===== config.mk =====
export PLATFORM = sky130hd
export DESIGN_NAME = matmul_uart_sequencer
export DESIGN_NICKNAME = d
export VERILOG_FILES = /design/src/rtl/matmul_uart_sequencer.sv
export SDC_FILE = /design/constraint.sdc
export NUM_CORES = 1
export LEC_CHECK = 0
export ABC_AREA = 1
export CAP_MARGIN = 20
export CORE_MARGIN = 2
export CORE_UTILIZATION = 30
export CTS_CLUSTER_SIZE = 12
export DETAILED_ROUTE_END_ITERATION = 10
export GPL_TIMING_DRIVEN = 0
export PLACE_DENSITY_LB_ADDON = 0.1
export SYNTH_ARGS = -nofsm -noshare
export SYNTH_HDL_FRONTEND = slang
export SYNTH_SLANG_ARGS = --single-unit

===== constraint.sdc =====
create_clock -name clk -period 1.55 [get_ports clk]
set_input_delay 0.2325 -clock clk [delete_from_list [all_inputs] [get_ports clk]]
set_output_delay 0.2325 -clock clk [all_outputs]
set_load 0.01 [all_outputs]

===== src/rtl/matmul_uart_sequencer.sv =====
// Byte-level command sequencer between the UART byte streams and the matmul engine.
// Loads operands A/B, starts the engine and streams results back MSB first.
module matmul_uart_sequencer #(
    parameter int N           = 2,
    parameter int DW          = 8,
    parameter int RW          = 16,
    parameter int TIMEOUT_CYC = 1000000,
    localparam int NE = N * N,
    localparam int AW = (NE > 1) ? $clog2(NE) : 1
) (
    input  logic          clk,
    input  logic          rst_n,
    input  logic [7:0]    rx_data,
    input  logic          rx_valid,
    output logic [7:0]    tx_data,
    output logic          tx_valid,
    input  logic          tx_ready,
    output logic          ld_we,
    output logic          ld_sel,
    output logic [AW-1:0] ld_addr,
    output logic [DW-1:0] ld_data,
    output logic          mm_start,
    input  logic          mm_done,
    output logic [AW-1:0] res_addr,
    input  logic [RW-1:0] res_data,
    output logic          busy
);

    localparam int IW = $clog2(NE + 1);
    localparam int NB = RW / 8;
    localparam int BW = (NB > 1) ? $clog2(NB) : 1;
    localparam int TW = $clog2(TIMEOUT_CYC + 1);

    typedef enum logic [2:0] {
        S_IDLE,
        S_LOAD,
        S_START,
        S_WAIT,
        S_READ,
        S_SEND,
        S_ACK,
        S_ERR
    } state_t;

    state_t        state;
    logic [IW-1:0] idx;
    logic [IW-1:0] idx_inc;
    logic [TW-1:0] tmo;
    logic [BW-1:0] bcnt;
    logic [RW-1:0] sh;
    logic [RW-1:0] sh_next;
    logic          rd_ph;
    logic          tmo_hit;

    assign idx_inc = idx + IW'(1);
    assign sh_next = sh << 8;
    assign tmo_hit = (tmo == TW'(TIMEOUT_CYC - 1));
    assign busy    = (state != S_IDLE);

    // Command sequencer: one FSM owns every registered output.
    always_ff @(posedge clk or negedge rst_n) begin
        if (!rst_n) begin
            state    <= S_IDLE;
            idx      <= '0;
            tmo      <= '0;
            bcnt     <= '0;
            sh       <= '0;
            rd_ph    <= 1'b0;
            tx_data  <= '0;
            tx_valid <= 1'b0;
            ld_we    <= 1'b0;
            ld_sel   <= 1'b0;
            ld_addr  <= '0;
            ld_data  <= '0;
            mm_start <= 1'b0;
            res_addr <= '0;
        end else begin
            ld_we    <= 1'b0;
            mm_start <= 1'b0;
            unique case (state)
                S_IDLE: begin
                    if (rx_valid) begin
                        case (rx_data)
                            8'hA1: begin
                                ld_sel <= 1'b0;
                                idx    <= '0;
                                tmo    <= '0;
                                state  <= S_LOAD;
                            end
                            8'hB2: begin
                                ld_sel <= 1'b1;
                                idx    <= '0;
                                tmo    <= '0;
                                state  <= S_LOAD;
                            end
                            8'hC3: state <= S_START;
                            default: begin
                                tx_data  <= 8'hEE;
                                tx_valid <= 1'b1;
                                state    <= S_ERR;
                            end
                        endcase
                    end
                end
                S_LOAD: begin
                    // A byte arriving on the expiry cycle still counts.
                    if (rx_valid) begin
                        ld_we   <= 1'b1;
                        ld_addr <= idx[AW-1:0];
                        ld_data <= rx_data[DW-1:0];
                        idx     <= idx_inc;
                        tmo     <= '0;
                        if (idx == IW'(NE - 1)) begin
                            tx_data  <= 8'h55;
                            tx_valid <= 1'b1;
                            state    <= S_ACK;
                        end
                    end else if (tmo_hit) begin
                        tx_data  <= 8'hEE;
                        tx_valid <= 1'b1;
                        state    <= S_ERR;
                    end else begin
                        tmo <= tmo + TW'(1);
                    end
                end
                S_START: begin
                    mm_start <= 1'b1;
                    tmo      <= '0;
                    state    <= S_WAIT;
                end
                S_WAIT: begin
                    if (mm_done) begin
                        idx      <= '0;
                        res_addr <= '0;
                        rd_ph    <= 1'b0;
                        state    <= S_READ;
                    end else if (tmo_hit) begin
                        tx_data  <= 8'hEE;
                        tx_valid <= 1'b1;
                        state    <= S_ERR;
                    end else begin
                        tmo <= tmo + TW'(1);
                    end
                end
                S_READ: begin
                    // res_addr is presented in phase 0, data lands in phase 1.
                    if (!rd_ph) begin
                        rd_ph <= 1'b1;
                    end else begin
                        rd_ph    <= 1'b0;
                        sh       <= res_data;
                        tx_data  <= res_data[RW-1 -: 8];
                        tx_valid <= 1'b1;
                        bcnt     <= '0;
                        state    <= S_SEND;
                    end
                end
                S_SEND: begin
                    if (tx_ready) begin
                        sh <= sh_next;
                        if (bcnt == BW'(NB - 1)) begin
                            tx_valid <= 1'b0;
                            idx      <= idx_inc;
                            if (idx == IW'(NE - 1)) begin
                                state <= S_IDLE;
                            end else begin
                                res_addr <= idx_inc[AW-1:0];
                                state    <= S_READ;
                            end
                        end else begin
                            bcnt    <= bcnt + BW'(1);
                            tx_data <= sh_next[RW-1 -: 8];
                        end
                    end
                end
                S_ACK, S_ERR: begin
                    if (tx_ready) begin
                        tx_valid <= 1'b0;
                        state    <= S_IDLE;
                    end
                end
                default: state <= S_IDLE;
            endcase
        end
    end

endmodule


==> key figures, run 1 <==
Yosys
  • Synth Cell Area: roughly 3800 um^2
  • Syn_area_per_cell: 6.675 um^2
  • Post-synth top area share: between 30 and 40%
  • Synth unique cells: 31
  • Post-Synthesis Cells: between 500 and 600
  • Number of synthesized flops with an enable pin: 0
  • Synth Warn #: 0
  • Yosys reg bits: 60
  • Post-synth top flop: dfrtp_1
  • Largest area contributor in the netlist: dfrtp_1
  • Synth area leaders: dfrtp_1, nand2_1, nor2_1
  • Syn nets: 599
  • Register area share after synthesis: 39.67%
  • Synth async-reset ratio: 100.0%

Layout
  • Final Util: roughly 45%
  • # diodes: 0
  • Multi-input logic area: 2342 um^2
  • Nets: 708
  • Post-Layout Inst Area: 5627 um^2
  • Register area: about 1500 um^2
  • Area growth, synth to finish: 48.66%
  • Layout cell share with drive strength beyond 1: 26.14%
  • # fillers: 1273

Route
  • DR vias: 4026
  • Routed WL per cell: 14.06 um
  • WL final: 11990 um
  • Number of DRC markers in iteration 0: 261
  • First-pass detailed-route iteration total: 5
  • DRC Markers: 0
  • Post-route ant nets: 0
  • Vias per cell: 4.720

Global routing
  • Global route overflow: 0
  • Vias in the first global route: 3896
  • Initial antenna violation count: 0
  • Pin count of the biggest net entering global routing: 61
  • GRT Overall Usage: around a fifth
  • First-pass GRT wire length: approximately 19000 um

STA
  • Worst-margin pin slew: 0.8037 ns
  • Final setup margin: -0.02082 ns
  • Setup TNS: -0.04668 ns
  • # setup viols final: 3
  • WHS: -0.01589 ns
  • Final max-slew violation count: 0
  • Unrepaired setup endpoints after global routing: true
  • Final Cycle Share: 101.3%
  • Tmin final: 1.571 ns
  • Layout Skew: approximately 0.0090 ns
  • Endpoints failing hold: 23
  • Max-slew headroom: 46.42%
  • Fmax: roughly 0.64 GHz

Die
  • Chip width: 116.3 um
  • Initial Util: 30.36%
  • # rows: slightly above 40
  • Die Y-Extent: roughly 120 um
  • Full die area: 13530 um^2
  • Core footprint: 12470 um^2
  • IO Count: 54

Clocking
  • Clock buffer depth: 2
  • CTS H-Tree Depth: 3
  • Hold buffers post-CTS: 0
  • CTS Buf Count: 9
  • CTS tree: done
  • CTS clk-pin slew, worst paths: 0.05 ns
  • Worst-Skew Late Latency: 0.35 ns
  • CTS sink count: 60
  • Root Driver: clkbuf_16

Placed design
  • Routability Congestion: 0.8761
  • Post-DP Area: ~4500 um^2
  • Number of I/O port buffers: 53
  • Detailed Place HPWL: 8229 um

Hold path
  • Worst min-delay path category: in -> async

Power and ir drop
  • Cell Int Power: 0.005236 W
  • Switching Fraction: 41.89%
  • Pwr/cell area: 1601 nW/um^2
  • Clock network fraction of total power: between 20% and 30%
  • Net Switching: 0.003774 W
  • Reg power frac: 26.1%
  • Total design power: 0.009011 W
  • VDD IR max: 1303 uV
  • Pleak: 2.718 nW
  • Power share of the combinational group: between 50% and 60%

Worst setup path
  • R2R Setup Slk: -0.02 ns
  • FF-to-FF End: tx_data[1]
  • CP endpoint: busy
  • Crit path kind: reg -> out
  • Crit end category: output port
  • Worst Path Max Fanout: 5
  • Critical path data required time: 1.32 ns
  • CP Data Arrival Time: 1.34 ns
  • R2R depth: 9
  • Critical path launch point: state[0]
  • Reg2Reg Launch Point: state[1]
  • Startpoint types: flip-flop

Status
  • Outcome: finished with violations
  • Failing checks: hold timing, setup timing

Job
  • Max cap viols: 0
## per-layer routing
| metal | GRT usage (%) | up-vias | wire (um) |
|---|---|---|---|
| li1 | - | 2037 | - |
| met1 | 22.69 | 1879 | 5174 |
| met2 | 31.78 | 92 | 6017 |
| met3 | 5.345 | 18 | 608 |
| met4 | 7.222 | 0 | 190 |
| met5 | 0 | - | 0 |
## final cells by class
class                           count  area share (%)
Clock buffer                       11           4.314
Timing Repair Buffer               97           16.12
Clock inverter                      5          0.6671
Tap cell                          172           3.825
Inverter                           68           5.026
Buffer                              9           1.512
Sequential cell                    60           26.91
Multi-Input combinational cell    431           41.63
## worst min path at each step
stage                     slack (ns)       start    endpoint  cells after the start
after global routing            0.06       rst_n      tmo[3]                      1
after global placement          0.47  ld_data[7]  ld_data[7]                      2
final                          -0.02       rst_n      tmo[3]                      1
after floorplan                -0.06       rst_n        bcnt                      0
after detailed placement        0.40       rst_n      tmo[3]                      1
after CTS                       0.02       rst_n  ld_data[6]                      1
## synth_stat cells (all sizes together), types with 2 or more instances
cell type,count
nor2,78
dfrtp,60
xnor2,2
buf,8
ha,3
o21ai,44
nand4,15
a211oi,4
nand3,54
inv,68
nor3,11
nand2,203
a21oi,11
## flip-flops by register name, indices dropped and copies added, names as in the netlist
signal,cells
tmo,20
ld_data,8
sh,8
tx_data,8
idx,3
state,3
ld_addr,2
res_addr,2
bcnt,1
ld_sel,1
ld_we,1
mm_start,1
rd_ph,1
tx_valid,1
## logic make-up (layout without fill, tap and decap cells)
logic type               Yosys count  after routing  synth area share, %
flip-flops                        60             60                39.67
buffers and inverters             77            190                8.430
XOR/XNOR                           3              3               0.6943
adder cells (fa/ha/maj)            3              3               0.9918
AND/OR/NAND/NOR                  362            363                40.89
AO/OA/AOI/OAI                     62             62                9.323
## metrics by stage
step,cells,setup slack (ns)
finish,853,-0.02082
global placement,792,-1.963
CTS,837,-0.01814
global route,853,-0.1082
floorplan,567,-0.002627
detailed placement,792,-0.6436
## critical path, cell delays in order (launching register included)
cell and delay, ns:
dfrtp_2 0.47, inv_4 0.12, nand2_4 0.06, nor2_4 0.14
inv_2 0.08, buf_6 0.12
## what timing repair did
action,4_1_cts,5_1_grt
setup endpoints to repair,59,64
setup buffers,28,16
gates cloned,1,0
endpoints found under the hold margin,0,0
pin swaps,18,25
resized for setup,72,76
## placed cells by master (no fill, tap or decap), types with 2 or more instances in the layout
cell / synthesis / layout
a211oi_2: 0 / 3
a21oi_1: 10 / 10
buf_4: 2 / 41
buf_6: 2 / 9
clkbuf_16: 0 / 9
clkdlybuf4s50_1: 0 / 43
clkinv_4: 0 / 3
clkinvlp_4: 0 / 2
dfrtp_1: 60 / 50
dfrtp_2: 0 / 10
dlymetal6s2s_1: 0 / 8
ha_4: 0 / 2
inv_1: 62 / 57
inv_2: 5 / 6
inv_8: 0 / 2
nand2_1: 196 / 174
nand2_2: 5 / 18
nand2_4: 2 / 10
nand3_1: 53 / 47
nand3_2: 0 / 4
nand3_4: 1 / 4
nand4_1: 15 / 15
nor2_1: 73 / 50
nor2_2: 2 / 14
nor2_4: 3 / 14
nor3_1: 11 / 7
nor3_2: 0 / 4
o21ai_0: 38 / 34
o21ai_2: 4 / 8
xnor2_1: 2 / 2
## power by group through the flow
stage,sequential [W],combinational [W],clock (W)
6_report,0.00235,0.00477,0.00189
5_1_grt,0.00241,0.00529,0.00201
4_1_cts,0.00234,0.00431,0.00194
3_5_place_dp,0.00236,0.00348,0
3_3_place_gp,0.00235,0.00346,0
2_1_floorplan,0.00241,0.00212,0
No activity file was read; power rests on OpenSTA's default activity.
==> inputs of run 2 (changes only) <==
--- a/config.mk
+++ b/config.mk
@@ -6,6 +6,7 @@
 export NUM_CORES = 1
 export LEC_CHECK = 0
 export ABC_AREA = 1
+export ABC_CLOCK_PERIOD_IN_PS = 1550
 export CAP_MARGIN = 20
 export CORE_MARGIN = 2
 export CORE_UTILIZATION = 30
==> results of run 2 <==
The final DEF is identical to that of run 1; final timing and power are the same.
